<file path="config.mk">
export PLATFORM = sky130hd
export DESIGN_NAME = ppu_bg_addr_gen
export DESIGN_NICKNAME = d
export VERILOG_FILES = /design/src/rtl/ppu_bg_addr_gen.sv
export SDC_FILE = /design/constraint.sdc
export NUM_CORES = 1
export LEC_CHECK = 0
export ABC_CLOCK_PERIOD_IN_PS = 2500
export BUFFER_PORTS_ARGS = -buffer_cell sky130_fd_sc_hd__buf_4
export CORE_MARGIN = 3
export CORE_UTILIZATION = 49
export DETAILED_ROUTE_END_ITERATION = 7
export GPL_TIMING_DRIVEN = 0
export PLACE_DENSITY = 0.86
export SYNTH_ARGS = -nofsm -noshare
export SYNTH_HDL_FRONTEND = slang
export SYNTH_SLANG_ARGS = --single-unit
</file>
<file path="constraint.sdc">
create_clock -name clk_in -period 2.5 [get_ports clk_in]
set_input_delay 0.5 -clock clk_in [delete_from_list [all_inputs] [get_ports clk_in]]
set_output_delay 0.5 -clock clk_in [all_outputs]
set_load 0.05 [all_outputs]
</file>
<file path="src/rtl/ppu_bg_addr_gen.sv">
// PPU loopy scroll/address counters and background tile fetch sequencer.
// Drives the VRAM address and hands each fetched tile's attribute/pattern bytes downstream.
module ppu_bg_addr_gen (
    input  logic        clk_in,
    input  logic        rst_n_in,
    input  logic [2:0]  fv_in,
    input  logic [4:0]  vt_in,
    input  logic        v_in,
    input  logic        h_in,
    input  logic [4:0]  ht_in,
    input  logic        upd_cntrs_in,
    input  logic        inc_addr_in,
    input  logic        inc_addr_amt_in,
    input  logic        bg_pt_sel_in,
    input  logic        render_en_in,
    input  logic        pix_pulse_in,
    input  logic [9:0]  nes_x_in,
    input  logic [9:0]  nes_y_in,
    input  logic [7:0]  vram_d_in,
    output logic [13:0] vram_a_out,
    output logic [1:0]  at_out,
    output logic [7:0]  ptl_out,
    output logic [7:0]  pth_out,
    output logic        tile_valid_out
);

    // phase    | fetch presented on vram_a_out (nes_x[2:1])
    // PH_NT    | nametable byte
    // PH_AT    | attribute byte
    // PH_PTL   | pattern low plane
    // PH_PTH   | pattern high plane
    typedef enum logic [1:0] {PH_NT, PH_AT, PH_PTL, PH_PTH} phase_t;

    logic [2:0]  q_fv, d_fv;
    logic        q_v, d_v;
    logic        q_h, d_h;
    logic [4:0]  q_vt, d_vt;
    logic [4:0]  q_ht, d_ht;

    logic [7:0]  nt_byte;
    logic [1:0]  at_byte;
    logic [7:0]  ptl_tmp;

    logic        active;
    logic        fetch_win;
    logic        fetch_step;
    phase_t      phase;
    logic [14:0] comp;
    logic [14:0] comp_inc;
    logic [7:0]  at_shifted;

    assign active     = render_en_in && ((nes_y_in <= 10'd239) || (nes_y_in == 10'd261));
    assign fetch_win  = (nes_x_in <= 10'd255) || ((nes_x_in >= 10'd320) && (nes_x_in <= 10'd335));
    assign fetch_step = active && fetch_win && pix_pulse_in;
    assign phase      = phase_t'(nes_x_in[2:1]);

    assign comp       = {q_fv, q_v, q_h, q_vt, q_ht};
    assign comp_inc   = comp + (inc_addr_amt_in ? 15'd32 : 15'd1);

    // Attribute quadrant select: shift by 0/2/4/6 using coarse Y/X bit 1.
    assign at_shifted = vram_d_in >> {q_vt[1], q_ht[1], 1'b0};

    always_comb begin
        vram_a_out = {q_fv[1:0], q_v, q_h, q_vt, q_ht};
        if (active && fetch_win) begin
            case (phase)
                PH_NT:   vram_a_out = {2'b10, q_v, q_h, q_vt, q_ht};
                PH_AT:   vram_a_out = {2'b10, q_v, q_h, 4'b1111, q_vt[4:2], q_ht[4:2]};
                PH_PTL:  vram_a_out = {1'b0, bg_pt_sel_in, nt_byte, 1'b0, q_fv};
                PH_PTH:  vram_a_out = {1'b0, bg_pt_sel_in, nt_byte, 1'b1, q_fv};
                default: vram_a_out = {2'b10, q_v, q_h, q_vt, q_ht};
            endcase
        end
    end

    always_comb begin
        d_fv = q_fv;
        d_v  = q_v;
        d_h  = q_h;
        d_vt = q_vt;
        d_ht = q_ht;
        if (upd_cntrs_in) begin
            d_fv = fv_in;
            d_v  = v_in;
            d_h  = h_in;
            d_vt = vt_in;
            d_ht = ht_in;
        end else if (inc_addr_in && !active) begin
            {d_fv, d_v, d_h, d_vt, d_ht} = comp_inc;
        end else if (active && pix_pulse_in) begin
            if (fetch_win && (nes_x_in[2:0] == 3'd7)) begin
                d_ht = q_ht + 5'd1;
                if (q_ht == 5'd31)
                    d_h = ~q_h;
            end
            if (nes_x_in == 10'd255) begin
                d_fv = q_fv + 3'd1;
                if (q_fv == 3'd7) begin
                    // Row 29 is the last nametable row; 30/31 wrap without switching tables.
                    if (q_vt == 5'd29) begin
                        d_vt = 5'd0;
                        d_v  = ~q_v;
                    end else begin
                        d_vt = q_vt + 5'd1;
                    end
                end
            end
            if (nes_x_in == 10'd256) begin
                d_h  = h_in;
                d_ht = ht_in;
            end
            if ((nes_y_in == 10'd261) && (nes_x_in >= 10'd280) && (nes_x_in <= 10'd304)) begin
                d_fv = fv_in;
                d_v  = v_in;
                d_vt = vt_in;
            end
        end
    end

    always_ff @(posedge clk_in or negedge rst_n_in) begin
        if (!rst_n_in) begin
            q_fv <= 3'd0;
            q_v  <= 1'b0;
            q_h  <= 1'b0;
            q_vt <= 5'd0;
            q_ht <= 5'd0;
        end else begin
            q_fv <= d_fv;
            q_v  <= d_v;
            q_h  <= d_h;
            q_vt <= d_vt;
            q_ht <= d_ht;
        end
    end

    always_ff @(posedge clk_in or negedge rst_n_in) begin
        if (!rst_n_in) begin
            nt_byte        <= 8'd0;
            at_byte        <= 2'd0;
            ptl_tmp        <= 8'd0;
            at_out         <= 2'd0;
            ptl_out        <= 8'd0;
            pth_out        <= 8'd0;
            tile_valid_out <= 1'b0;
        end else begin
            tile_valid_out <= fetch_step && (nes_x_in[2:0] == 3'd7);
            if (fetch_step) begin
                case (nes_x_in[2:0])
                    3'd1: nt_byte <= vram_d_in;
                    3'd3: at_byte <= at_shifted[1:0];
                    3'd5: ptl_tmp <= vram_d_in;
                    3'd7: begin
                        at_out  <= at_byte;
                        ptl_out <= ptl_tmp;
                        pth_out <= vram_d_in;
                    end
                    default: ;
                endcase
            end
        end
    end

endmodule
</file>
==> flow_results.org, run 1 <==
** Outcome
- The run finished, with violations left.
- The final reports fail on negative setup slack.

** Logic synthesis
- Post-synthesis xor/xnor area fraction :: 1.51%
- For this run, the leading register cell type out of synthesis is sky130_fd_sc_hd__dfrtp_1.
- By area, the combinational part of the netlist is dominated by simple AND/OR/NAND/NOR gates.
- Post-synthesis cell area :: approximately 3500 sq um
- Multiplexer cells account for roughly 16% of the synthesized area.
- Simple logic cell fraction of the synthesized area :: 18.5%
- Yosys mapped the design onto 69 distinct sky130hd cell types.
- The synthesized netlist devotes a little under a fifth of its cell area to compound gates.
- In this run, synthesis produced a sequential element count of between 50 and 60.
- Synth Instances :: 345
- After synthesis, flip-flops and latches occupy 37.4% of the total area.
- Adder and majority gate portion of the synthesized area :: 3.24%
- The Yosys step of the flow raised 0 warnings.
- The number of nets in the synthesized netlist is a little over 400.
- A synthesized cell averages 10.1 sq um.
- Number of enable-type register cells in the synthesized netlist :: 0
- Share of flip-flops with an asynchronous set or reset :: 100%

** Clock tree
- Clock-pin slew was measured on the worst setup and hold paths at 0.09 ns.
- Clock tree synthesis found a total of 52 sinks.
- Number of buffers created by CTS :: 5
- Clock root buffer :: sky130_fd_sc_hd__clkbuf_8
- After clock tree synthesis, the flow added hold-fix buffers numbering 0.
- CTS H-tree depth :: 2
- TritonCTS clock tree :: yes
- Clock latency on the worst-skew pair :: 0.31 ns
- Counting along the longest clock path gives a buffer depth of 2.

** Floorplanning
- Die ar. :: 8140 sq um
- For this design the top-level I/O count stands at 84.
- Total number of placement rows :: 30
- In this run the horizontal extent of the chip is 90.2 um.
- The die is 90.2 um tall.
- Core Area :: 6830 sq um
- Effective utilization at floorplan :: 50.9%

** Final layout
- The final layout contains 511 nets.
- Final core utilization :: 70.7%
- Area of combinational cells with multiple inputs :: 2230 sq um
- The sequential cells in the finished layout cover a total of 1300 sq um.
- Of the cells placed in the final design, the portion with a size suffix greater than 1 is roughly 46%.
- Diodes inserted :: 0
- The filler cells instantiated in the layout total between 400 and 500.
- From synthesis to final layout, the design area changed by 38.9%.
- Area of all placed cells without fillers :: 4830 sq um

** Timing
- Measured slew at the worst slew-check pin :: 0.680 ns
- The smallest clock period supported by the final layout is computed as 2.90 ns.
- Setup slack on the critical path of the routed design comes to -0.404 ns.
- For the final routed database, the setup TNS stands at -4.72 ns.
- The number of failing hold endpoints at the final stage was 0.
- The total count of max-transition violations in the final report was 0.
- The worst pin sits at a relative slew slack of 54.7%.
- Setup repair after global routing missed its margin :: true
- Final hold analysis gives a worst-case slack of 0.223 ns.
- Of the available clock period, the critical path in the final layout requires 116%.
- Final setup vio count :: 14
- Based on the critical path, the design can be clocked at up to 344 MHz.
- Clock skew after layout :: 0.00563 ns

** Worst setup path
- Along the worst path, the maximum fanout reaches 8.
- Crit path kind :: in -> out
- For the worst setup path, the data arrival time is 2.40 ns.
- Worst Path Required :: 2.00 ns
- STA classifies the critical path endpoint as an output port.
- In this run the register-to-register setup slack is 0.15 ns.
- Critical Path Source Type :: input pin

** Global routing
- Antenna violations before repair :: 0
- Busiest layer in global routing :: met2
- Global routing used 45.7% of the available met2 tracks.
- Summed over all layers, the global routing overflow is 0.
- First-pass GRT wire length :: 16.8 mm
- Maximum number of pins on one net before global-route repair :: 53
- Met1 track utilization from global routing :: around 30%
- The via count of the first global-routing pass came to 3398.
- Global routing used 25.1% of the available tracks across all layers.
- Met3 GRT Util :: 4.18%

** Min path
- Hold WC Path Type :: in -> async

** Route
- Via density per instance :: 6.14
- 1st-iter DRT viols :: 246
- After detailed routing, the average wire length per cell comes to 19.9 um.
- In the routed design, unresolved DRC markers number 0.
- Before antenna repair, the detailed router went through 5 iterations.
- The final layout contains routed wiring with a total length of between 10 and 15 mm.
- Routed Antenna Nets :: 0
- Routed vias :: between 3k and 4k

** Power and ir drop
- Across the VDD grid, the largest voltage drop is 0.333 mV.
- Total power per unit cell area :: approximately 550 nW/um^2
- Leakage component of the power :: around 0.0023 uW

** Place
- The congestion estimate from routability-driven global placement came to 0.939.
- Prior to clock tree synthesis, the placed netlist has a worst setup slack of -0.521 ns.
- Port Buffers :: 82
- Once placement finished, the instance area stood at 4320 sq um.
- HPWL reported at the end of detailed placement :: 7.42 mm

** Flow run
- Max-cap viol count :: 0
==> metrics by stage <==
step | cells | power [uW]
final | 547 | 2650
after global routing | 547 | 2750
after CTS | 545 | 2590
after detailed placement | 523 | 1860
after global placement | 523 | 1830
after floorplan | 345 | 1570
==> flip-flops by register name, indices dropped and copies added, names as in the netlist <==
name,cells
q_h,1
at_byte,2
ptl_tmp,8
q_vt,5
at_out,2
pth_out,8
q_v,1
nt_byte,8
ptl_out,8
tile_valid_out,1
q_fv,3
q_ht,5
==> Yosys cell counts (5+ instances only) <==
cell type / number / area, sq um
sky130_fd_sc_hd__a21oi_1: 16 / 80.1
sky130_fd_sc_hd__nor2_1: 19 / 71.3
sky130_fd_sc_hd__a31oi_1: 11 / 68.8
sky130_fd_sc_hd__o22a_1: 5 / 43.8
sky130_fd_sc_hd__o21ai_0: 16 / 80.1
sky130_fd_sc_hd__inv_1: 14 / 52.6
sky130_fd_sc_hd__dfrtp_1: 52 / 1300
sky130_fd_sc_hd__or3_1: 6 / 37.5
sky130_fd_sc_hd__nand3_1: 12 / 60.1
sky130_fd_sc_hd__mux2_4: 17 / 255
sky130_fd_sc_hd__o22ai_1: 5 / 31.3
sky130_fd_sc_hd__mux2_2: 21 / 236
sky130_fd_sc_hd__nand2b_1: 7 / 43.8
sky130_fd_sc_hd__ha_1: 9 / 113
sky130_fd_sc_hd__nand2_1: 27 / 101
sky130_fd_sc_hd__o31ai_1: 6 / 45.0
sky130_fd_sc_hd__clkbuf_1: 15 / 56.3
==> cells in the final DEF (no fill, tap or decap), types with 10 or more instances in the layout <==
master                     instances
sky130_fd_sc_hd__buf_4            80
sky130_fd_sc_hd__dfrtp_1          51
sky130_fd_sc_hd__mux2_2           21
sky130_fd_sc_hd__nand2_1          18
sky130_fd_sc_hd__nor2_1           17
sky130_fd_sc_hd__mux2_4           17
sky130_fd_sc_hd__inv_1            14
sky130_fd_sc_hd__o21ai_0          14
sky130_fd_sc_hd__clkbuf_1         12
sky130_fd_sc_hd__buf_6            12
sky130_fd_sc_hd__a31oi_1          11
sky130_fd_sc_hd__buf_8            11
sky130_fd_sc_hd__nand3_1          10
==> per-layer routing <==
metal	part of all wire, %	vias up
met5	0	-
met4	1.7	0
li1	-	1508
met2	52	160
met3	6.4	20
met1	40	1670
==> cells by family (layout without fill, tap and decap cells) <==
logic type,after synthesis,in the layout
compound gates,91,91
xor+xnor,6,6
fa+ha+maj,9,9
buf+inv,34,140
flops,52,52
mux,43,43
simple gates,110,110
==> final cells by class <==
| cell class | count | share of cell area, % |
|---|---|---|
| plain buffers | 17 | 2.36 |
| repair buffers | 101 | 18.3 |
| multi-input cells | 259 | 46.1 |
| clock buffers | 5 | 1.42 |
| inverters | 15 | 1.17 |
| clock inverters | 2 | 1.24 |
| flip-flops and latches | 52 | 27.0 |
| well taps | 96 | 2.49 |
==> power breakdown <==
group | internal (uW) | switching (uW)
clock | 394 | 283
sequential | 904 | 71.2
combinational | 428 | 572
total | 1730 | 927
==> worst paths after layout <==
kind,from,to,depth (start not counted)
worst max-delay path,nes_y_in[7],vram_a_out[2],7
worst min-delay path,rst_n_in,ptl_out[7],1
worst max register to register,q_ht[0],q_fv[0],8
worst min register to register,nt_byte[0],nt_byte[0],1
max in group asynchronous,rst_n_in,q_ht[0],1
min in group clk_in,fv_in[0],q_fv[0],3
==> worst max-delay path, stage by stage <==
cell	delay, ns
sky130_fd_sc_hd__buf_8	0.10
sky130_fd_sc_hd__nor4_4	0.28
sky130_fd_sc_hd__a32oi_2	0.16
sky130_fd_sc_hd__or4b_4	0.61
sky130_fd_sc_hd__clkbuf_16	0.19
sky130_fd_sc_hd__a221o_2	0.39
sky130_fd_sc_hd__buf_6	0.17
==> timing repair <==
action                     4_1_cts  5_1_grt
setup endpoints to repair       34       61
buffers inserted                16        3
pin swaps                        9        6
gates resized for setup         37       31
(Power assumes the default switching activity.)
==> inputs of run 2 (changes only) <==
--- a/config.mk
+++ b/config.mk
@@ -8,10 +8,12 @@
 export ABC_CLOCK_PERIOD_IN_PS = 2500
 export BUFFER_PORTS_ARGS = -buffer_cell sky130_fd_sc_hd__buf_4
 export CORE_MARGIN = 3
-export CORE_UTILIZATION = 49
+export CORE_UTILIZATION = 50
+export CTS_BUF_LIST = sky130_fd_sc_hd__clkbuf_8
 export DETAILED_ROUTE_END_ITERATION = 7
 export GPL_TIMING_DRIVEN = 0
-export PLACE_DENSITY = 0.86
+export MAX_ROUTING_LAYER = met4
+export PLACE_DENSITY = 0.87
 export SYNTH_ARGS = -nofsm -noshare
 export SYNTH_HDL_FRONTEND = slang
 export SYNTH_SLANG_ARGS = --single-unit
==> run 2 against run 1 <==
Effect of this change: the run still ends with negative setup slack left; clock power shrank 28%; first-iteration DRC count is 51% higher; highest routed layer unchanged; die area fell by 1.9%; sequential share of layout area up 0.35 points; power decreased by 8.2%; worst hold slack worse by 0.012 ns; worst setup slack improved by 0.034 ns; sequential power grew 2%; critical path type unchanged; register-to-register slack lost 0.10 ns.
==> flow_results.org, run 2 (synthesized netlist as in run 1, its figures left out) <==
** Place
- The instance count after placement with tap cells included came to 504 (-3.6%).
- The number of I/O port buffers is 82 (unchanged).
- Place WS :: -0.485 ns (+0.0353 ns)
- The final weighted congestion in routability-driven placement came to 0.929 (-1.1%).
- HPWL reported at the end of detailed placement :: 7.29 mm (-1.7%)

** Global routing
- The via count of the first global-routing pass came to 3258 (-4.1%).
- The total global routing overflow was 0 (unchanged).
- Maximum number of pins on one net before global-route repair :: 53 (unchanged)
- First-pass GRT wire length :: 15.7 mm (-6.6%)
- The global router's overall resource usage was 26.4% (+1.3 points).
- The initial antenna violation count is 0 (unchanged).

** Timing
- Shortest period the worst path allows :: 2.87 ns (-0.0342 ns)
- Measured slew at the worst slew-check pin :: 0.650 ns (-0.0292 ns)
- Setup repair after global routing missed its margin :: true
- The total count of max-transition violations in the final report is 0 (unchanged).
- The achievable clock frequency is 349 MHz (+1.2%).
- The worst hold slack is 0.211 ns (-0.0121 ns).
- The number of failing hold endpoints at the final stage was 0 (unchanged).
- The portion of the clock cycle consumed by the worst path in the final layout was 115% (-1.4 points).
- Clock skew after layout :: 0.00445 ns (-0.00119 ns)
- The worst slew margin relative to its limit is 56.6% (+1.9 points).
- Final setup vio count :: 38 (+24)
- The least setup slack across all paths after layout was -0.369 ns (+0.0342 ns).

** Clock tree
- TritonCTS built the clock tree.
- The maximum number of buffers from clock root to sink is 2 (unchanged).
- Clock tree synthesis selected as its root buffer the cell sky130_fd_sc_hd__clkbuf_8.
- The hold buffer count at CTS is 0 (unchanged).
- CTS H-tree depth :: 2 (unchanged)
- The sink count of the clock tree came to 52 (unchanged).
- The post-CTS clock slew at the launch and capture registers of the worst setup and hold paths is 0.09 ns (about the same).
- Number of buffers created by CTS :: 5 (unchanged)
- Clock latency on the worst-skew pair :: 0.31 ns (about the same)

** Floorplanning
- The die area was 7990 sq um (-1.9%).
- # IOs :: 84 (unchanged)
- The initial cell density of the core is 53.2% (+2.3 points).
- The die span in y is 89.4 um (-0.94%).
- Horizontal extent of the die :: 89.4 um (-0.94%)
- The total number of placement rows came to 29 (-3.3%).
- The core area came to 6530 sq um (-4.4%).

** Worst setup path
- CP arrival :: 2.37 ns (-0.03 ns)
- Critical path cell sequence :: buf_6 -> o41a_1 -> buf_6 -> nor4b_4 -> buf_4 -> buf_4 -> a31oi_1 -> o21ai_2 -> buf_6
- The cell that appears most often on the critical path is sky130_fd_sc_hd__buf_6.
- Largest stage delay on the critical path :: 0.45 ns (-0.16 ns)
- Critical Path Source Type :: input pin
- Worst Path Required :: 2.00 ns (about the same)
- Crit path capture type :: output port
- The maximum fanout along the worst path came to 5 (-3).
- Worst path slowest cell :: sky130_fd_sc_hd__o41a_1
- Crit path kind :: in -> out

** Route
- The length of routed met3 wiring is 832 um (+20%).
- The via density per instance is 6.36 (+3.7%).
- The first-pass detailed-route iteration total came to 5 (unchanged).
- The number of vias in the routed layout was 3373 (+0.45%).
- The number of nets with antenna violations after routing is 0 (unchanged).
- Mean routed wirelength per cell :: 20.3 um (+1.8%)
- The highest metal layer carrying signal wires in the routed design is met4.
- Total wire length :: 10.8 mm (-1.4%)
- 1st-iter DRT viols :: 372 (+51%)
- The routed length on met2 came to 5.59 mm (-1.2%).
- Wl on met1 :: 4.04 mm (-7.6%)
- The detailed-route DRC error count came to 0 (unchanged).

** Min path
- Hold WC Path Type :: in -> async

** Final layout
- The number of diodes added for antenna fixing came to 0 (unchanged).
- Fraction of layout cells with a size suffix above 1 :: 45.3% (-0.42 points)
- The final core area utilization is 73.0% (+2.3 points).
- Most common library cell in the layout ignoring fill and taps :: sky130_fd_sc_hd__buf_4
- Number of nets in the final layout :: 512 (+0.20%)
- The final non-filler cell total was 530 (-3.1%).
- In the layout the commonest cells are sky130_fd_sc_hd__buf_4, sky130_fd_sc_hd__dfrtp_1, sky130_fd_sc_hd__mux2_2.
- Growth of design area from synthesis to finish :: 37.2%

** Outcome
- Violated checks :: negative setup slack
- Outcome :: finished, violations left

** Power and ir drop
- The static leakage is 0.00226 uW (-0.16%).
- Internal power component :: 1520 uW (-12%)
- The part of the power in the clock network was 20.0% (-5.5 points).
- Total power per unit cell area :: 511 nW/um^2 (-7.0%)
- The worst voltage drop across the vdd grid was 0.320 mV (-4.0%).
- Sw power :: 920 uW (-0.73%)
- The sequential group share of total power was 40.8% (+4.0 points).
- Combinational share of power :: 39.2% (+1.5 points)
- Switching fraction of total power :: 37.8% (+2.8 points)

** Flow run
- The max-capacitance violation count was 0 (unchanged).
## run 2: cell types whose count changed in the layout (fill, tap and decap cells not counted), moves of 3 or more
| cell | before | now |
|---|---|---|
| sky130_fd_sc_hd__buf_8 | 11 | 8 |
| sky130_fd_sc_hd__a21oi_1 | 9 | 12 |
| sky130_fd_sc_hd__buf_6 | 12 | 16 |
| sky130_fd_sc_hd__clkbuf_1 | 12 | 9 |
| sky130_fd_sc_hd__a21oi_2 | 7 | 4 |
## run 2: per-stage QoR
step                instance area [sq um]  setup TNS, ns  power, uW
global placement                     4290         -15.79       1830
CTS                                  4600          -3.48       2400
floorplan                            3580          -1.59       1570
global route                         4770          -7.43       2550
detailed placement                   4290         -17.59       1860
finish                               4770          -4.96       2440
## run 2: power by group through the flow
stage | registers, uW | clock network (uW) | logic (uW)
after floorplan | 989 | 0 | 578
after global placement | 980 | 0 | 846
after detailed placement | 986 | 0 | 869
after CTS | 966 | 492 | 946
after global routing | 1000 | 526 | 1020
final | 994 | 486 | 955
## run 2: final timing paths
path | slack [ns] | startpoint | cells after the start | end
worst max-delay path | -0.37 | nes_x_in[7] | 9 | vram_a_out[0]
worst min-delay path | 0.21 | rst_n_in | 1 | ptl_tmp[5]
worst max register to register | 0.05 | q_ht[0] | 8 | q_fv[0]
worst min register to register | 0.52 | pth_out[2] | 1 | pth_out[2]
max in group asynchronous | 1.82 | rst_n_in | 1 | q_ht[0]
min in group clk_in | 0.45 | fv_in[0] | 3 | q_fv[0]
## run 2: layout make-up
cell class	instances	area (sq um)
buffer	15	118
clock buffer	5	68.8
clock inverter	3	20.0
fill	449	1760
inverter	15	56.3
multi-input combinational	259	2200
sequential	52	1300
tap	77	96.3
timing repair buffer	104	907
## run 2: routing by layer
metal | vias to the layer above | global-route usage, %
li1 | 1518 | -
met1 | 1640 | 29.8
met2 | 178 | 47.0
met3 | 37 | 4.52
met4 | 0 | 9.20
met5 | - | -
## run 2: worst max-delay path, delay by kind of cell
kind,cells,cell delay [ns]
AO/OA/AOI/OAI,3,0.79
buffers and inverters,5,0.74
AND/OR/NAND/NOR,1,0.34
## run 2: timing repair
item	in CTS	in global routing
gates resized for setup	37	22
buffers inserted	10	10
setup endpoints to repair	16	49
pin swaps	6	13
cloned	0	2
